### src/rtl/carfield_pll_bringup_seq_pkg.sv
// Shared types and default constants for the PLL bring-up sequencer.
// The optional auto-relock path (CARFIELD_PLL_SEQ_AUTORELOCK_EN) reuses pll_seq_state_e::RELOCK.
package carfield_pll_bringup_seq_pkg;

    typedef enum logic [1:0] {
        ClkHost   = 2'd0,
        ClkPeriph = 2'd1,
        ClkAlt    = 2'd2
    } carfield_clocks_e;

    typedef enum logic [2:0] {
        IDLE    = 3'd0,
        PLL_ON  = 3'd1,
        STABLE  = 3'd2,
        RELEASE = 3'd3,
        RUN     = 3'd4,
        ERROR   = 3'd5,
        RELOCK  = 3'd6
    } pll_seq_state_e;

    typedef enum logic [1:0] {
        ErrNone     = 2'd0,
        ErrTimeout  = 2'd1,
        ErrLockLost = 2'd2
    } pll_seq_err_e;

    // Sub-phase of the per-domain release timer.
    typedef enum logic [1:0] {
        RelIdle = 2'd0,
        RelGate = 2'd1,
        RelRst  = 2'd2
    } rel_state_e;

    localparam int unsigned NumDomainsDefault        = 3;
    localparam int unsigned LockStableCyclesDefault  = 256;
    localparam int unsigned LockTimeoutCyclesDefault = 65536;
    localparam int unsigned DomainGapCyclesDefault   = 16;

endpackage

### src/rtl/carfield_pll_bringup_seq_if.sv
// Control/status bundle between the bring-up sequencer and its surroundings.
interface carfield_pll_bringup_seq_if #(
    parameter int unsigned NumDomains = 3
);
    logic                  start_i;
    logic                  clear_err_i;
    logic                  pll_lock_i;
    logic                  pll_en_o;
    logic [NumDomains-1:0] clk_en_o;
    logic [NumDomains-1:0] domain_rst_no;
    logic                  busy_o;
    logic                  done_o;
    logic                  err_o;
    logic [1:0]            err_code_o;

    modport slave (
        input  start_i, clear_err_i, pll_lock_i,
        output pll_en_o, clk_en_o, domain_rst_no, busy_o, done_o, err_o, err_code_o
    );

    modport master (
        output start_i, clear_err_i, pll_lock_i,
        input  pll_en_o, clk_en_o, domain_rst_no, busy_o, done_o, err_o, err_code_o
    );
endinterface

### src/rtl/carfield_pll_domain_release.sv
// Per-domain GATE/RST gap timer; emits single-cycle gate/reset/done events.
// A start seen on the done cycle chains straight into the next domain's GATE.
module carfield_pll_domain_release
    import carfield_pll_bringup_seq_pkg::*;
#(
    parameter int unsigned GapCycles = 16
) (
    input  logic clk_i,
    input  logic rst_ni,
    input  logic start_i,
    input  logic clear_i,
    output logic gate_c,
    output logic rst_c,
    output logic done_c
);
    localparam int unsigned GapWidth = (GapCycles > 1) ? $clog2(GapCycles) : 1;
    localparam logic [GapWidth-1:0] GapLast = GapWidth'(GapCycles - 1);

    rel_state_e          state_q, state_d;
    logic [GapWidth-1:0] cnt_q, cnt_d;

    assign done_c = (state_q == RelRst) && (cnt_q == GapLast);
    assign rst_c  = (state_q == RelGate) && (cnt_q == GapLast);
    assign gate_c = start_i && !clear_i && ((state_q == RelIdle) || done_c);

    always_comb begin
        state_d = state_q;
        cnt_d   = cnt_q;
        if (clear_i) begin
            state_d = RelIdle;
            cnt_d   = '0;
        end else begin
            unique case (state_q)
                RelIdle: begin
                    if (start_i) begin
                        state_d = RelGate;
                        cnt_d   = '0;
                    end
                end
                RelGate: begin
                    if (cnt_q == GapLast) begin
                        state_d = RelRst;
                        cnt_d   = '0;
                    end else begin
                        cnt_d = cnt_q + GapWidth'(1);
                    end
                end
                RelRst: begin
                    if (cnt_q == GapLast) begin
                        state_d = start_i ? RelGate : RelIdle;
                        cnt_d   = '0;
                    end else begin
                        cnt_d = cnt_q + GapWidth'(1);
                    end
                end
                default: begin
                    state_d = RelIdle;
                    cnt_d   = '0;
                end
            endcase
        end
    end

    always_ff @(posedge clk_i or negedge rst_ni) begin
        if (!rst_ni) begin
            state_q <= RelIdle;
            cnt_q   <= '0;
        end else begin
            state_q <= state_d;
            cnt_q   <= cnt_d;
        end
    end

endmodule

### src/rtl/carfield_pll_bringup_seq.sv
// Power-on clocking sequencer: PLL enable, lock qualification, ordered domain release.
// Define CARFIELD_PLL_SEQ_AUTORELOCK_EN to retry lock loss in RUN up to three times.
module carfield_pll_bringup_seq
    import carfield_pll_bringup_seq_pkg::*;
#(
    parameter int unsigned NumDomains        = NumDomainsDefault,
    parameter int unsigned LockStableCycles  = LockStableCyclesDefault,
    parameter int unsigned LockTimeoutCycles = LockTimeoutCyclesDefault,
    parameter int unsigned DomainGapCycles   = DomainGapCyclesDefault,
    parameter int unsigned CntWidth          = $clog2(LockTimeoutCycles + 1)
) (
    input  logic                     clk_i,
    input  logic                     rst_ni,
    carfield_pll_bringup_seq_if.slave bus
);
    localparam int unsigned StabWidth = $clog2(LockStableCycles + 1);
    localparam int unsigned DomWidth  = (NumDomains > 1) ? $clog2(NumDomains) : 1;
    localparam logic [CntWidth-1:0]  TimeoutLast = CntWidth'(LockTimeoutCycles - 1);
    localparam logic [StabWidth-1:0] StableReach = StabWidth'(LockStableCycles);
    localparam logic [DomWidth-1:0]  DomLast     = DomWidth'(NumDomains - 1);

    pll_seq_state_e        state_q, state_d;
    logic [CntWidth-1:0]   cnt_q, cnt_d;
    logic [StabWidth-1:0]  stab_q, stab_d;
    logic [DomWidth-1:0]   dom_q, dom_d;
    logic [DomWidth-1:0]   gate_idx_c;
    logic                  pll_en_q, pll_en_d;
    logic [NumDomains-1:0] clk_en_q, clk_en_d;
    logic [NumDomains-1:0] rst_n_q, rst_n_d;
    logic                  busy_q, busy_d;
    logic                  done_q, done_d;
    logic                  err_q, err_d;
    pll_seq_err_e          err_code_q, err_code_d;
    logic                  lost_c;
    logic                  rel_start_c, rel_clear_c;
    logic                  rel_gate_c, rel_rst_c, rel_done_c;
`ifdef CARFIELD_PLL_SEQ_AUTORELOCK_EN
    logic [1:0]            retry_q, retry_d;
`endif

    // Release timer runs only while in RELEASE with lock held; stops after the last domain.
    assign rel_start_c = (state_q == RELEASE) && bus.pll_lock_i &&
                         !(rel_done_c && (dom_q == DomLast));
    assign rel_clear_c = (state_q != RELEASE) || !bus.pll_lock_i;
    assign gate_idx_c  = rel_done_c ? (dom_q + DomWidth'(1)) : dom_q;

    carfield_pll_domain_release #(
        .GapCycles (DomainGapCycles)
    ) u_release (
        .clk_i   (clk_i),
        .rst_ni  (rst_ni),
        .start_i (rel_start_c),
        .clear_i (rel_clear_c),
        .gate_c  (rel_gate_c),
        .rst_c   (rel_rst_c),
        .done_c  (rel_done_c)
    );

    always_comb begin
        state_d    = state_q;
        cnt_d      = cnt_q;
        stab_d     = stab_q;
        dom_d      = dom_q;
        pll_en_d   = pll_en_q;
        clk_en_d   = clk_en_q;
        rst_n_d    = rst_n_q;
        err_code_d = err_code_q;
        lost_c     = 1'b0;
`ifdef CARFIELD_PLL_SEQ_AUTORELOCK_EN
        retry_d    = retry_q;
`endif
        unique case (state_q)
            IDLE: begin
                if (bus.start_i) begin
                    state_d  = PLL_ON;
                    pll_en_d = 1'b1;
                    cnt_d    = '0;
                    stab_d   = '0;
                    dom_d    = '0;
                end
            end
            PLL_ON: begin
                if (bus.pll_lock_i) begin
                    state_d = STABLE;
                    stab_d  = StabWidth'(1);
                    cnt_d   = cnt_q + CntWidth'(1);
                end else if (cnt_q >= TimeoutLast) begin
                    state_d    = ERROR;
                    err_code_d = ErrTimeout;
                    pll_en_d   = 1'b0;
                end else begin
                    cnt_d = cnt_q + CntWidth'(1);
                end
            end
            STABLE: begin
                if (stab_q >= StableReach) begin
                    state_d = RELEASE;
                    dom_d   = '0;
                end else if (cnt_q >= TimeoutLast) begin
                    state_d    = ERROR;
                    err_code_d = ErrTimeout;
                    pll_en_d   = 1'b0;
                end else begin
                    cnt_d  = cnt_q + CntWidth'(1);
                    stab_d = bus.pll_lock_i ? (stab_q + StabWidth'(1)) : '0;
                end
            end
            RELEASE: begin
                if (!bus.pll_lock_i) begin
                    lost_c = 1'b1;
                end else begin
                    if (rel_gate_c) clk_en_d[gate_idx_c] = 1'b1;
                    if (rel_rst_c)  rst_n_d[dom_q]       = 1'b1;
                    if (rel_done_c) begin
                        if (dom_q == DomLast) state_d = RUN;
                        else                  dom_d   = dom_q + DomWidth'(1);
                    end
                end
            end
            RUN: begin
                if (!bus.pll_lock_i) begin
`ifdef CARFIELD_PLL_SEQ_AUTORELOCK_EN
                    if (retry_q != 2'd3) begin
                        state_d  = RELOCK;
                        retry_d  = retry_q + 2'd1;
                        clk_en_d = '0;
                        rst_n_d  = '0;
                    end else begin
                        lost_c = 1'b1;
                    end
`else
                    lost_c = 1'b1;
`endif
                end
            end
            ERROR: begin
                if (bus.clear_err_i) begin
                    state_d    = IDLE;
                    err_code_d = ErrNone;
`ifdef CARFIELD_PLL_SEQ_AUTORELOCK_EN
                    retry_d    = 2'd0;
`endif
                end
            end
`ifdef CARFIELD_PLL_SEQ_AUTORELOCK_EN
            RELOCK: begin
                state_d = STABLE;
                cnt_d   = '0;
                stab_d  = bus.pll_lock_i ? StabWidth'(1) : '0;
                dom_d   = '0;
            end
`endif
            default: begin
                state_d = IDLE;
            end
        endcase

        // Lock loss shuts everything down in one cycle.
        if (lost_c) begin
            state_d    = ERROR;
            err_code_d = ErrLockLost;
            pll_en_d   = 1'b0;
            clk_en_d   = '0;
            rst_n_d    = '0;
        end

        busy_d = (state_d == PLL_ON) || (state_d == STABLE) || (state_d == RELEASE);
        done_d = (state_d == RUN);
        err_d  = (state_d == ERROR);
    end

    always_ff @(posedge clk_i or negedge rst_ni) begin
        if (!rst_ni) begin
            state_q    <= IDLE;
            cnt_q      <= '0;
            stab_q     <= '0;
            dom_q      <= '0;
            pll_en_q   <= 1'b0;
            clk_en_q   <= '0;
            rst_n_q    <= '0;
            busy_q     <= 1'b0;
            done_q     <= 1'b0;
            err_q      <= 1'b0;
            err_code_q <= ErrNone;
        end else begin
            state_q    <= state_d;
            cnt_q      <= cnt_d;
            stab_q     <= stab_d;
            dom_q      <= dom_d;
            pll_en_q   <= pll_en_d;
            clk_en_q   <= clk_en_d;
            rst_n_q    <= rst_n_d;
            busy_q     <= busy_d;
            done_q     <= done_d;
            err_q      <= err_d;
            err_code_q <= err_code_d;
        end
    end

`ifdef CARFIELD_PLL_SEQ_AUTORELOCK_EN
    always_ff @(posedge clk_i or negedge rst_ni) begin
        if (!rst_ni) retry_q <= 2'd0;
        else         retry_q <= retry_d;
    end
`endif

    assign bus.pll_en_o      = pll_en_q;
    assign bus.clk_en_o      = clk_en_q;
    assign bus.domain_rst_no = rst_n_q;
    assign bus.busy_o        = busy_q;
    assign bus.done_o        = done_q;
    assign bus.err_o         = err_q;
    assign bus.err_code_o    = err_code_q;

endmodule

### src/flat_wrapper.sv
// flat-port wrapper written by rule: the top's interface ports become plain ports
module carfield_pll_bringup_seq_flat import carfield_pll_bringup_seq_pkg::*;
#(
    parameter int unsigned NumDomains        = NumDomainsDefault,
    parameter int unsigned LockStableCycles  = LockStableCyclesDefault,
    parameter int unsigned LockTimeoutCycles = LockTimeoutCyclesDefault,
    parameter int unsigned DomainGapCycles   = DomainGapCyclesDefault,
    parameter int unsigned CntWidth          = $clog2(LockTimeoutCycles + 1)
)
  (clk_i, rst_ni, bus_start_i, bus_clear_err_i, bus_pll_lock_i, bus_pll_en_o, bus_clk_en_o, bus_domain_rst_no, bus_busy_o, bus_done_o, bus_err_o, bus_err_code_o);
  carfield_pll_bringup_seq_if #(.NumDomains(NumDomains)) bus_i ();
  input  logic clk_i;
  input  logic rst_ni;
  input wire logic [$bits(bus_i.start_i)-1:0] bus_start_i;
  input wire logic [$bits(bus_i.clear_err_i)-1:0] bus_clear_err_i;
  input wire logic [$bits(bus_i.pll_lock_i)-1:0] bus_pll_lock_i;
  output wire logic [$bits(bus_i.pll_en_o)-1:0] bus_pll_en_o;
  output wire logic [$bits(bus_i.clk_en_o)-1:0] bus_clk_en_o;
  output wire logic [$bits(bus_i.domain_rst_no)-1:0] bus_domain_rst_no;
  output wire logic [$bits(bus_i.busy_o)-1:0] bus_busy_o;
  output wire logic [$bits(bus_i.done_o)-1:0] bus_done_o;
  output wire logic [$bits(bus_i.err_o)-1:0] bus_err_o;
  output wire logic [$bits(bus_i.err_code_o)-1:0] bus_err_code_o;
  assign bus_i.start_i = bus_start_i;
  assign bus_i.clear_err_i = bus_clear_err_i;
  assign bus_i.pll_lock_i = bus_pll_lock_i;
  assign bus_pll_en_o = bus_i.pll_en_o;
  assign bus_clk_en_o = bus_i.clk_en_o;
  assign bus_domain_rst_no = bus_i.domain_rst_no;
  assign bus_busy_o = bus_i.busy_o;
  assign bus_done_o = bus_i.done_o;
  assign bus_err_o = bus_i.err_o;
  assign bus_err_code_o = bus_i.err_code_o;
  carfield_pll_bringup_seq #(.NumDomains(NumDomains), .LockStableCycles(LockStableCycles), .LockTimeoutCycles(LockTimeoutCycles), .DomainGapCycles(DomainGapCycles), .CntWidth(CntWidth)) u_core (.clk_i(clk_i), .rst_ni(rst_ni), .bus(bus_i));
endmodule
### config.mk
export PLATFORM = sky130hd
export DESIGN_NAME = carfield_pll_bringup_seq_flat
export DESIGN_NICKNAME = d
export VERILOG_FILES = /design/src/rtl/carfield_pll_bringup_seq_pkg.sv /design/src/rtl/carfield_pll_bringup_seq_if.sv /design/src/rtl/carfield_pll_domain_release.sv /design/src/rtl/carfield_pll_bringup_seq.sv /design/src/flat_wrapper.sv
export SDC_FILE = /design/constraint.sdc
export NUM_CORES = 1
export LEC_CHECK = 0
export ABC_AREA = 1
export BUFFER_PORTS_ARGS = -buffer_cell sky130_fd_sc_hd__buf_2
export CORE_ASPECT_RATIO = 1.5
export CORE_MARGIN = 2
export CORE_UTILIZATION = 61
export CTS_CLUSTER_DIAMETER = 150
export DETAILED_ROUTE_END_ITERATION = 10
export PLACE_DENSITY = 0.87
export SYNTH_ARGS = -nofsm -noshare
export SYNTH_HDL_FRONTEND = slang
export SYNTH_SLANG_ARGS = --single-unit
### constraint.sdc
create_clock -name clk_i -period 2.9 [get_ports clk_i]
set_clock_uncertainty 0.1 [all_clocks]
set_input_delay 0.58 -clock clk_i [delete_from_list [all_inputs] [get_ports clk_i]]
set_output_delay 0.58 -clock clk_i [all_outputs]
set_load 0.1 [all_outputs]
==> results of run 1 <==
## how the worst max path moves through the flow
stage	startpoint	end	cells past startpoint
final	u_core.cnt_q[1]	u_core.cnt_q[3]	13
after global routing	u_core.cnt_q[1]	u_core.cnt_q[3]	13
after CTS	u_core.cnt_q[1]	u_core.cnt_q[3]	13
after detailed placement	u_core.cnt_q[1]	u_core.cnt_q[3]	13
after global placement	u_core.cnt_q[1]	u_core.cnt_q[3]	13
after floorplan	u_core.cnt_q[1]	u_core.cnt_q[8]	14
## cells in the mapped netlist
library cell	instances
a21boi_1	1
a21oi_1	14
a21oi_2	1
a22oi_1	2
a31oi_1	5
and2_1	1
buf_6	4
clkbuf_1	3
dfrtp_1	49
ha_1	12
inv_1	60
inv_2	1
nand2_1	85
nand2_2	3
nand2_4	4
nand3_1	35
nand3_2	2
nand3_4	1
nand4_1	14
nor2_1	37
nor2_2	4
nor2_4	1
nor2b_1	1
nor3_1	7
nor3b_1	1
o2111ai_1	1
o211ai_4	1
o21a_1	1
o21ai_0	29
o21ai_1	10
o21bai_1	1
o21bai_4	1
o22ai_1	1
o31ai_1	2
or2_2	6
xnor2_1	3
xor2_1	2
## timing repair
item | in CTS | in global routing
endpoints found under the hold margin | 0 | 0
resized for setup | 0 | 1
hold buffers | 0 | 0
setup endpoints to repair | 0 | 1
## power breakdown
part	total, mW	switching (mW)	internal, mW
combinational	1.43	1.12	0.311
clock	0.513	0.233	0.281
sequential	0.893	0.0912	0.802
## area by class of cell
type	instances	area, um2	area share
multi-input cells	289	1560	0.471
flip-flops and latches	49	1230	0.370
inverters	61	229	0.0691
repair buffers	18	95.1	0.0287
clock buffers	6	82.6	0.0249
well taps	66	82.6	0.0249
clock inverters	2	37.5	0.0113
## cell families after synthesis
| family | Yosys count | share of synthesized area |
|---|---|---|
| simple gates | 202 | 0.310 |
| compound gates | 70 | 0.135 |
| buf+inv | 68 | 0.0929 |
| fa+ha+maj | 12 | 0.0489 |
| xor+xnor | 5 | 0.0143 |
| flops | 49 | 0.400 |
## metal layers
layer	global-route usage	part of all wire
met2	0.482	0.55
met1	0.302	0.39
met3	0.0330	0.034
met5	0	0
met4	0.101	0.025
## state kept, by name, indices dropped and copies added, names as in the netlist
name / cells
u_core.bus.busy_o: 1
u_core.bus.clk_en_o: 3
u_core.bus.domain_rst_no: 3
u_core.bus.done_o: 1
u_core.bus.err_code_o: 2
u_core.bus.err_o: 1
u_core.bus.pll_en_o: 1
u_core.cnt_q: 17
u_core.dom_q: 2
u_core.stab_q: 9
u_core.state_q: 3
u_core.u_release.cnt_q: 4
u_core.u_release.state_q: 2
## placed cells by master, fill, tap and decap left out, drive strengths merged, types with 3 or more instances in the layout
| master | Yosys | routed |
|---|---|---|
| nand2 | 92 | 92 |
| nor3 | 7 | 7 |
| a21oi | 15 | 15 |
| xnor2 | 3 | 3 |
| o21ai | 39 | 39 |
| clkbuf | 3 | 6 |
| inv | 61 | 61 |
| nand4 | 14 | 14 |
| buf | 4 | 18 |
| ha | 12 | 12 |
| or2 | 6 | 6 |
| dfrtp | 49 | 49 |
| nand3 | 38 | 38 |
| a31oi | 5 | 5 |
| nor2 | 42 | 42 |
## worst max-delay path, delay by kind of cell, from the launching register on
kind | cells | cell delay, ps
AOI/OAI and AO/OA | 2 | 330
buffers and inverters | 1 | 60
adders and majority gates | 2 | 410
and+or+nand+nor | 8 | 1180
DFF | 1 | 420
## through the flow
step | cells | area (um2) | power [mW] | setup slack, ps
2_1_floorplan | 406 | 3070 | 2.08 | 645
3_3_place_gp | 483 | 3190 | 2.29 | 375
3_5_place_dp | 483 | 3190 | 2.32 | 260
4_1_cts | 491 | 3310 | 2.84 | 225
5_1_grt | 491 | 3320 | 3.01 | 67.0
6_report | 491 | 3320 | 2.84 | 274
==> metrics.md, run 1 <==
| Metric | Value |
|---|---|
| Outcome | finished clean |
| Synth area leaders | dfrtp_1, nand2_1, inv_1, nand3_1, ha_1 |
| Setup Fix Bufs, Post-CTS | 0 |
| HPWL Detailed | 5.27 mm |
| Crit end category | flip-flop |
| Number of global-route vias before repair | 2693 |
| Wire per inst | 14.1 um |
| Cell Pwr Density | 856 nW/um2 |
| Antenna violations before repair | 0 |
| Unrepaired setup endpoints after global routing | no |
| Post-Syn Nets | 423 |
| Total of max-cap violations | 0 |
| H-Tree Depth | 2 |
| Element type at the critical path start | flip-flop |
| Slew Viols, Final | 0 |
| R2r endpoint | u_core.cnt_q[3] |
| CTS tree | built |
| Clock sink count | just under 50 |
| Pleak | 1.57 nW |
| Antenna Nets Post-Route | 0 |
| Initial DRC count | 212 |
| Post-synth top area cell | dfrtp_1 |
| Req. time, crit path | ~3000 ps |
| Clk_lat worst skew | 310 ps |
| DRC viols | 0 |
| Final hold viol count | 0 |
| Ratio of final minimum period to clock period | 0.905 |
| R2R cell count | 13 |
| Crit-path max FO | 11 |
| Critical path arrival | between 2000 and 3000 ps |
| Yosys top cell area share | 0.400 |
| # port buffers | 16 |
| Sequential-to-total area share from yosys stat | 0.400 |
| Layout cells sized above 1 | 0.120 |
| Total iterations of the first detailed-routing run | 5 |
| Mapped Cells | 406 |
| Global route total overflow | 0 |
| CP Class | reg -> reg |
| Synthesized flop and latch total | 49 |
| Setup TNS | 0 ps |
| Area Overhead vs Synth | 8.03% |
| Final RePlAce weighted congestion | 0.959 |
| HP Class | in -> async |
| Vias | 2786 |
| Highest clock rate | 381 MHz |
| Clock transition at path regs | 100 ps |
| Final setup fails | 0 |
| Post-Route WL | roughly 7 mm |
| Post-layout util | 0.684 |
| Ant diodes | 0 |
| Clock period minus worst slack | 2630 ps |
| Setup slack, reg-to-reg | 270 ps |
| Global Route Usage Sum | 0.267 |
| Die Wd | just over 60 um |
| Syn Area/Cell | 7.56 um2 |
| CTS buffer count | 5 |
| Nets | 441 |
| Synth warn | 0 |
| Crit-path slowest cell | dfrtp_1 |
| Pin count of the biggest net entering global routing | 21 |
| Synthesized cell area | just over 3000 um2 |
| Filler cell count | approximately 400 |
| Die footprint | 5630 um2 |
| Ports | 17 |
| Critical-path cell list | ha_1 -> nand4_1 -> nor3_1 -> nand4_1 -> nor3_1 -> ha_1 -> or2_2 -> o21bai_4 -> nand2_4 -> nand2_1 -> nor2_1 -> o21ai_0 -> inv_1 |
| Reg2reg start | u_core.cnt_q[1] |
| Slew @ Worst Pin | between 400 and 500 ps |
| Synth cell types | 37 |
| Clock buffer depth | 2 |
| # rows | 31 |
| Die Y | 90.9 um |
| Rel. slew slack | 0.666 |
| Core box area | 4850 um2 |
| Slowest stage delay, CP | 420 ps |
| Hold slack final | 115 ps |
| Max VDD drop | roughly 0.00084 V |
| Via density | 5.67 |
| Root buf cell | clkbuf_8 |
| Initial Util | 0.633 |
| First-pass GRT wire length | 11.5 mm |
Power figures use the tool's default switching activity.
==> run 2, diff against run 1 <==
--- a/config.mk
+++ b/config.mk
@@ -9,10 +9,10 @@
 export BUFFER_PORTS_ARGS = -buffer_cell sky130_fd_sc_hd__buf_2
 export CORE_ASPECT_RATIO = 1.5
 export CORE_MARGIN = 2
-export CORE_UTILIZATION = 61
+export CORE_UTILIZATION = 60
 export CTS_CLUSTER_DIAMETER = 150
 export DETAILED_ROUTE_END_ITERATION = 10
-export PLACE_DENSITY = 0.87
+export PLACE_DENSITY = 0.86
 export SYNTH_ARGS = -nofsm -noshare
 export SYNTH_HDL_FRONTEND = slang
 export SYNTH_SLANG_ARGS = --single-unit
==> run 2 against run 1 <==
Fmax shrank 1.9%. Sequential share of layout area grew 0.47 points. Combinational power about the same. Non-clock buffer count is 1 lower. Core utilization fell by 1.4 points. Critical endpoint is now u_core.cnt_q[13]. Critical path type unchanged. Final cell count is 0.20% lower. Wire length down 0.48%. Flip-flop and latch count stayed put.
==> metrics.md, run 2 (same netlist as run 1, synthesis figures left out) <==
| Metric | Value |
|---|---|
| Outcome | finished clean |
| DRC viols | 0 |
| Slew Viols, Final | 0 |
| Req. time, crit path | 3000 ps |
| Ratio of final minimum period to clock period | 0.923 |
| Crit-path slowest cell | dfrtp_1 |
| Clock sink count | 49 |
| Post-CTS Hold Fix Bufs | 0 |
| Max VDD drop | ~0.001 V |
| Nets | 440 |
| Setup WS post-layout | 224 ps |
| Ant diodes | 0 |
| Rel. slew slack | 0.668 |
| Grt met3 use | 0.0310 |
| Antenna violations before repair | 0 |
| Clock period minus worst slack | 2680 ps |
| CTS tree | built |
| Design Area, Final | 3270 um2 |
| Die Wd | just over 60 um |
| GR Util met2 | 0.493 |
| Max reg flops | 17 |
| Element type at the critical path start | flip-flop |
| Number of global-route vias before repair | 2676 |
| Clock transition at path regs | 90 ps |
| Slowest stage delay, CP | 420 ps |
| Global Route Usage Sum | 0.256 |
| Initial Util | 0.628 |
| Met1 Track Usage GR | 0.282 |
| Unrepaired setup endpoints after global routing | no |
| Die Y | 91.6 um |
| Commonest cells after routing, fill and taps aside | nand2_1, inv_1, dfrtp_1 |
| Total of max-cap violations | 0 |
| Clock buffer depth | 2 |
| Critical path arrival | between 2000 and 3000 ps |
| Total iterations of the first detailed-routing run | 5 |
| Initial DRC count | 200 |
| Total power | between 2 and 3 mW |
| Pin count of the biggest net entering global routing | 31 |
| Ports | 17 |
| Layout cells sized above 1 | 0.120 |
| Final setup fails | 0 |
| Critical-path cell list | ha_1 -> nand4_1 -> nor3_2 -> nand4_1 -> nor3_1 -> ha_1 -> or2_2 -> o21bai_4 -> nand2_2 -> nand2_1 -> o21ai_0 -> and2_1 |
| Post-Place Cells | 482 |
| HPWL Detailed | 5.22 mm |
| HP Class | in -> async |
| Biggest register | u_core.cnt_q |
| Core box area | 4890 um2 |
| Area Overhead vs Synth | 6.69% |
| Crit-path max FO | 11 |
| Cell Area, Placed | roughly 3200 um2 |
| Final RePlAce weighted congestion | 0.964 |
| Filler cell count | 415 |
| CP Class | reg -> reg |
| Post-Route WL | 6.88 mm |
| Commonest non-fill, non-tap cell in the layout | nand2_1 |
| Wire per inst | about 14 um |
| # rows | 31 |
| Clk_lat worst skew | 310 ps |
| Final hold viol count | 0 |
| Largest regs | u_core.cnt_q x17, u_core.stab_q x9, u_core.u_release.cnt_q x4 |
| Slew @ Worst Pin | 496 ps |
| # port buffers | 16 |
| Root buf cell | clkbuf_8 |
| Setup TNS | 0 ps |
| Pre-CTS setup slack | 227 ps |
| Non-Filler Instances | 490 |
| Layer with the highest usage | met2 |
| Highest clock rate | about 370 MHz |
| Via density | 5.71 |
| Global route total overflow | 0 |
| H-Tree Depth | 2 |
| Vias | 2797 |
| First-pass GRT wire length | 11.8 mm |
| Die footprint | ~5700 um2 |
| CTS buffer count | 5 |
| Pleak | 1.55 nW |
| Cell Pwr Density | 832 nW/um2 |
| Crit end category | flip-flop |
| Area occupied by multi-input gates | 1560 um2 |
| Register area | 1230 um2 |
| Antenna Nets Post-Route | 0 |
## run 2: changes by cell type in the layout (fill, tap and decap cells not counted), sizes merged
cell	before	now
clkinv	0	2
buf	18	17
bufinv	1	0
clkbuf	6	5
## run 2: what timing repair did
| action | 4_1_cts | 5_1_grt |
|---|---|---|
| resized for setup | 0 | 1 |
| endpoints found under the setup margin | 0 | 4 |
| setup buffers | 0 | 0 |
## run 2: stage by stage
| stage | hold slack [ps] | util |
|---|---|---|
| 3_5_place_dp | 378 | 0.651 |
| 5_1_grt | 131 | 0.670 |
| 3_3_place_gp | 358 | 0.651 |
| 6_report | 101 | 0.670 |
| 2_1_floorplan | 184 | - |
| 4_1_cts | 114 | 0.669 |
## run 2: worst paths after layout
path,start,end,cells after the start,slack [ps]
max in group asynchronous,rst_ni,u_core.stab_q[7],2,1840
worst min-delay path,rst_ni,u_core.cnt_q[8],1,100
worst min register to register,u_core.bus.err_code_o[1],u_core.bus.err_code_o[1],2,400
worst max-delay path,u_core.cnt_q[1],u_core.cnt_q[13],12,220
worst max register to register,u_core.cnt_q[1],u_core.cnt_q[13],12,220
min in group clk_i,u_core.bus.err_code_o[1],u_core.bus.err_code_o[1],2,400
## run 2: per-layer routing
metal  wire length [um]  share of wire
met2               3810           0.55
met3                245          0.036
met4                164          0.024
met5                  0              0
met1               2660           0.39
## run 2: layout make-up
type	count	share of cell area
Clock buffer	5	0.0210
Clock inverter	3	0.00535
Tap cell	66	0.0252
Timing Repair Buffer	17	0.0267
Sequential cell	49	0.374
Inverter	61	0.0699
Multi-Input combinational cell	289	0.477
## run 2: where the power goes
group	leakage (nW)	internal, mW	switching (mW)
combinational	0.838	0.310	1.13
clock	0.0439	0.167	0.232
sequential	0.664	0.802	0.0876
## run 2: worst max-delay path, delay by kind of cell (launching register included)
family / cells / cell delay (ps)
DFF: 1 / 420
adders and majority gates: 2 / 410
and+or+nand+nor: 8 / 1350
AOI/OAI and AO/OA: 2 / 280
==> run 3, diff against run 2 <==
--- a/config.mk
+++ b/config.mk
@@ -5,13 +5,13 @@
 export SDC_FILE = /design/constraint.sdc
 export NUM_CORES = 1
 export LEC_CHECK = 0
-export ABC_AREA = 1
 export BUFFER_PORTS_ARGS = -buffer_cell sky130_fd_sc_hd__buf_2
 export CORE_ASPECT_RATIO = 1.5
-export CORE_MARGIN = 2
+export CORE_MARGIN = 5
 export CORE_UTILIZATION = 60
 export CTS_CLUSTER_DIAMETER = 150
 export DETAILED_ROUTE_END_ITERATION = 10
+export GPL_ROUTABILITY_DRIVEN = 1
 export PLACE_DENSITY = 0.86
 export SYNTH_ARGS = -nofsm -noshare
 export SYNTH_HDL_FRONTEND = slang
==> run 3 against run 2 <==
The flow now finishes with violations (negative setup slack). Highest routed layer unchanged. Die area grew 15%. Largest power group unchanged. Largest cell class unchanged. Register-to-register slack lost 250 ps. Final cell count shrank 9.4%.
==> metrics.md, run 3 <==
| Metric | Value |
|---|---|
| Slew @ Worst Pin | 633 ps |
| Cell Area, Placed | 3360 um2 |
| Clock sink count | 49 |
| Most frequent cells after synthesis | dfrtp_1, a21oi_1, nand2_1, nor2_1, o21ai_0 |
| Slowest stage delay, CP | roughly 450 ps |
| Slew Viols, Final | 0 |
| Nets | 394 |
| Post-layout util | 0.735 |
| Wire per inst | 18.2 um |
| CTS tree | built |
| Root buf cell | clkbuf_8 |
| Final RePlAce weighted congestion | 0.966 |
| Die Wd | 67.8 um |
| Post-CTS Hold Fix Bufs | 0 |
| Antenna Nets Post-Route | 0 |
| Async SR Flop Fraction | 1.00 |
| Final setup fails | 1 |
| R2R cell count | 11 |
| Clock period minus worst slack | a little under 3000 ps |
| Clk_lat worst skew | 310 ps |
| Number of global-route vias before repair | just under 3000 |
| Post-Route WL | 8.06 mm |
| Via density | roughly 6.5 |
| Non-Filler Instances | between 400 and 500 |
| Global route total overflow | 0 |
| Setup WS post-layout | -21.4 ps |
| Commonest cells after routing, fill and taps aside | dfrtp_1, buf_4, nand2_1 |
| Die footprint | approximately 6600 um2 |
| Total iterations of the first detailed-routing run | 4 |
| R2r endpoint | u_core.cnt_q[10] |
| Synthesized flop and latch total | 49 |
| Mapped Cells | 335 |
| H-Tree Depth | 2 |
| Synth area leaders | dfrtp_1, ha_1, a21oi_1, nand2_1, o21ai_0 |
| Element type at the critical path start | flip-flop |
| Biggest register | u_core.cnt_q |
| Die Y | 96.7 um |
| Sequential-to-total area share from yosys stat | 0.408 |
| Layout cells sized above 1 | 0.225 |
| Max reg flops | 17 |
| Max VDD drop | approximately 0.0008 V |
| Ant diodes | 0 |
| Pin count of the biggest net entering global routing | 28 |
| Pleak | between 1.5 and 2 nW |
| HPWL Detailed | 5.93 mm |
| Crit-path slowest cell | o41ai_1 |
| Total power | ~3.3 mW |
| Total of max-cap violations | 0 |
| Area Overhead vs Synth | 18.5% |
| CP delay by family, top | compound AO/OA/AOI/OAI gates |
| Commonest non-fill, non-tap cell in the layout | dfrtp_1 |
| Req. time, crit path | about 3000 ps |
| # rows | 31 |
| Crit-path max FO | 6 |
| HP Class | in -> async |
| Final hold viol count | 0 |
| Outcome | finished with violations |
| Bufs and invs on worst path | 2 |
| Crit end category | flip-flop |
| Cell depth of the worst setup path | 11 |
| Setup slack, reg-to-reg | -20 ps |
| CP Class | reg -> reg |
| Post-synth EDFFs | 0 |
| Synth cell types | 60 |
| Clock transition at path regs | 90 ps |
| Initial DRC count | about 250 |
| Cell Pwr Density | 919 nW/um2 |
| First-pass GRT wire length | 13.2 mm |
| Vias | 2884 |
| Synth warn | 0 |
| Antenna violations before repair | 0 |
| Post-Syn Nets | 352 |
| Critical path arrival | about 3000 ps |
| Setup TNS | -21.4 ps |
| Syn Area/Cell | between 8 and 9 um2 |
| Pre-CTS setup slack | 2.68 ps |
| Count leader, synth | dfrtp_1 |
| Post-Place Cells | 435 |
| Largest regs | u_core.cnt_q x17, u_core.stab_q x9, u_core.u_release.cnt_q x4 |
| Highest clock rate | around 340 MHz |
| Synthesized cell area | between 3000 and 4000 um2 |
| Hold slack final | approximately 120 ps |
| Rel. slew slack | 0.578 |
| Crit. Startpoint | u_core.cnt_q[8] |
| DRC viols | 0 |
| Ports | 17 |
| Reg2reg start | u_core.cnt_q[8] |
| Ratio of final minimum period to clock period | 1.01 |
| Initial Util | 0.620 |
| Yosys top cell area share | 0.408 |
| Clock buffer depth | 2 |
| Core box area | a little under 5000 um2 |
| Violated checks | negative setup slack |
| Post-synth top area cell | dfrtp_1 |
| Global Route Usage Sum | 0.256 |
| # port buffers | 16 |
| Critical-path cell list | and4_2 -> and3_1 -> and3_4 -> ha_4 -> or2_4 -> a31oi_4 -> a21boi_4 -> inv_2 -> buf_4 -> o41ai_1 -> a21boi_1 |
| CTS buffer count | 5 |
| Design Area, Final | 3560 um2 |
| Post-synth top flop | dfrtp_1 |
## run 3: cell count changes in the layout (fill, tap and decap cells not counted), sizes merged, moves of 6 or more
cell / before / now
nand2: 92 / 28
o21ai: 39 / 22
nand3: 38 / 16
nor2: 42 / 27
a21o: 0 / 6
nand4: 14 / 6
inv: 61 / 17
a21oi: 15 / 28
buf: 17 / 47
a211oi: 0 / 10
## run 3: logic make-up (layout without fill, tap and decap cells)
group | after synthesis | after routing | synth area share
AO/OA/AOI/OAI | 105 | 105 | 0.241
XOR/XNOR | 5 | 5 | 0.0146
adder cells (fa/ha/maj) | 12 | 12 | 0.0499
buffers and inverters | 30 | 73 | 0.0429
flip-flops | 49 | 49 | 0.408
multiplexers | 3 | 3 | 0.00999
AND/OR/NAND/NOR | 131 | 131 | 0.234
## run 3: what timing repair did
action | in CTS | in global routing
pin swaps | 1 | 6
setup endpoints to repair | 1 | 12
gates resized for setup | 0 | 14
setup buffers | 0 | 1
hold endpoints to repair | 0 | 0
## run 3: worst register-to-register path: stages, from the launching register on
cell	delay, ps
dfrtp_1	430
and4_2	310
and3_1	240
and3_4	210
ha_4	130
or2_4	140
a31oi_4	60
a21boi_4	300
inv_2	120
buf_4	190
o41ai_1	450
a21boi_1	130
## run 3: power by group
group          leakage, nW  switching (mW)  internal, mW
Sequential           0.663           0.116         0.792
Combinational        0.853            1.24         0.548
Clock               0.0681           0.235         0.343
## run 3: routing by layer
layer,global-route usage,part of all wire,vias to the layer above
met1,0.286,0.37,1384
li1,-,-,1334
met2,0.450,0.53,122
met4,0.141,0.056,0
met5,0,0,-
met3,0.0324,0.049,44
## run 3: worst max path at each step
stage | slack (ps) | to
after global placement | 90 | u_core.cnt_q[12]
after CTS | 6 | u_core.cnt_q[12]
after floorplan | 40 | u_core.cnt_q[12]
after detailed placement | 3 | u_core.cnt_q[12]
after global routing | -20 | u_core.cnt_q[10]
final | -20 | u_core.cnt_q[10]
## run 3: area by class of cell
class,instances,area (um2)
multi-input combinational,256,1740
timing repair buffer,47,313
sequential,49,1230
tap,66,82.6
clock inverter,3,65.1
clock buffer,5,68.8
inverter,18,68.8
fill,357,1290
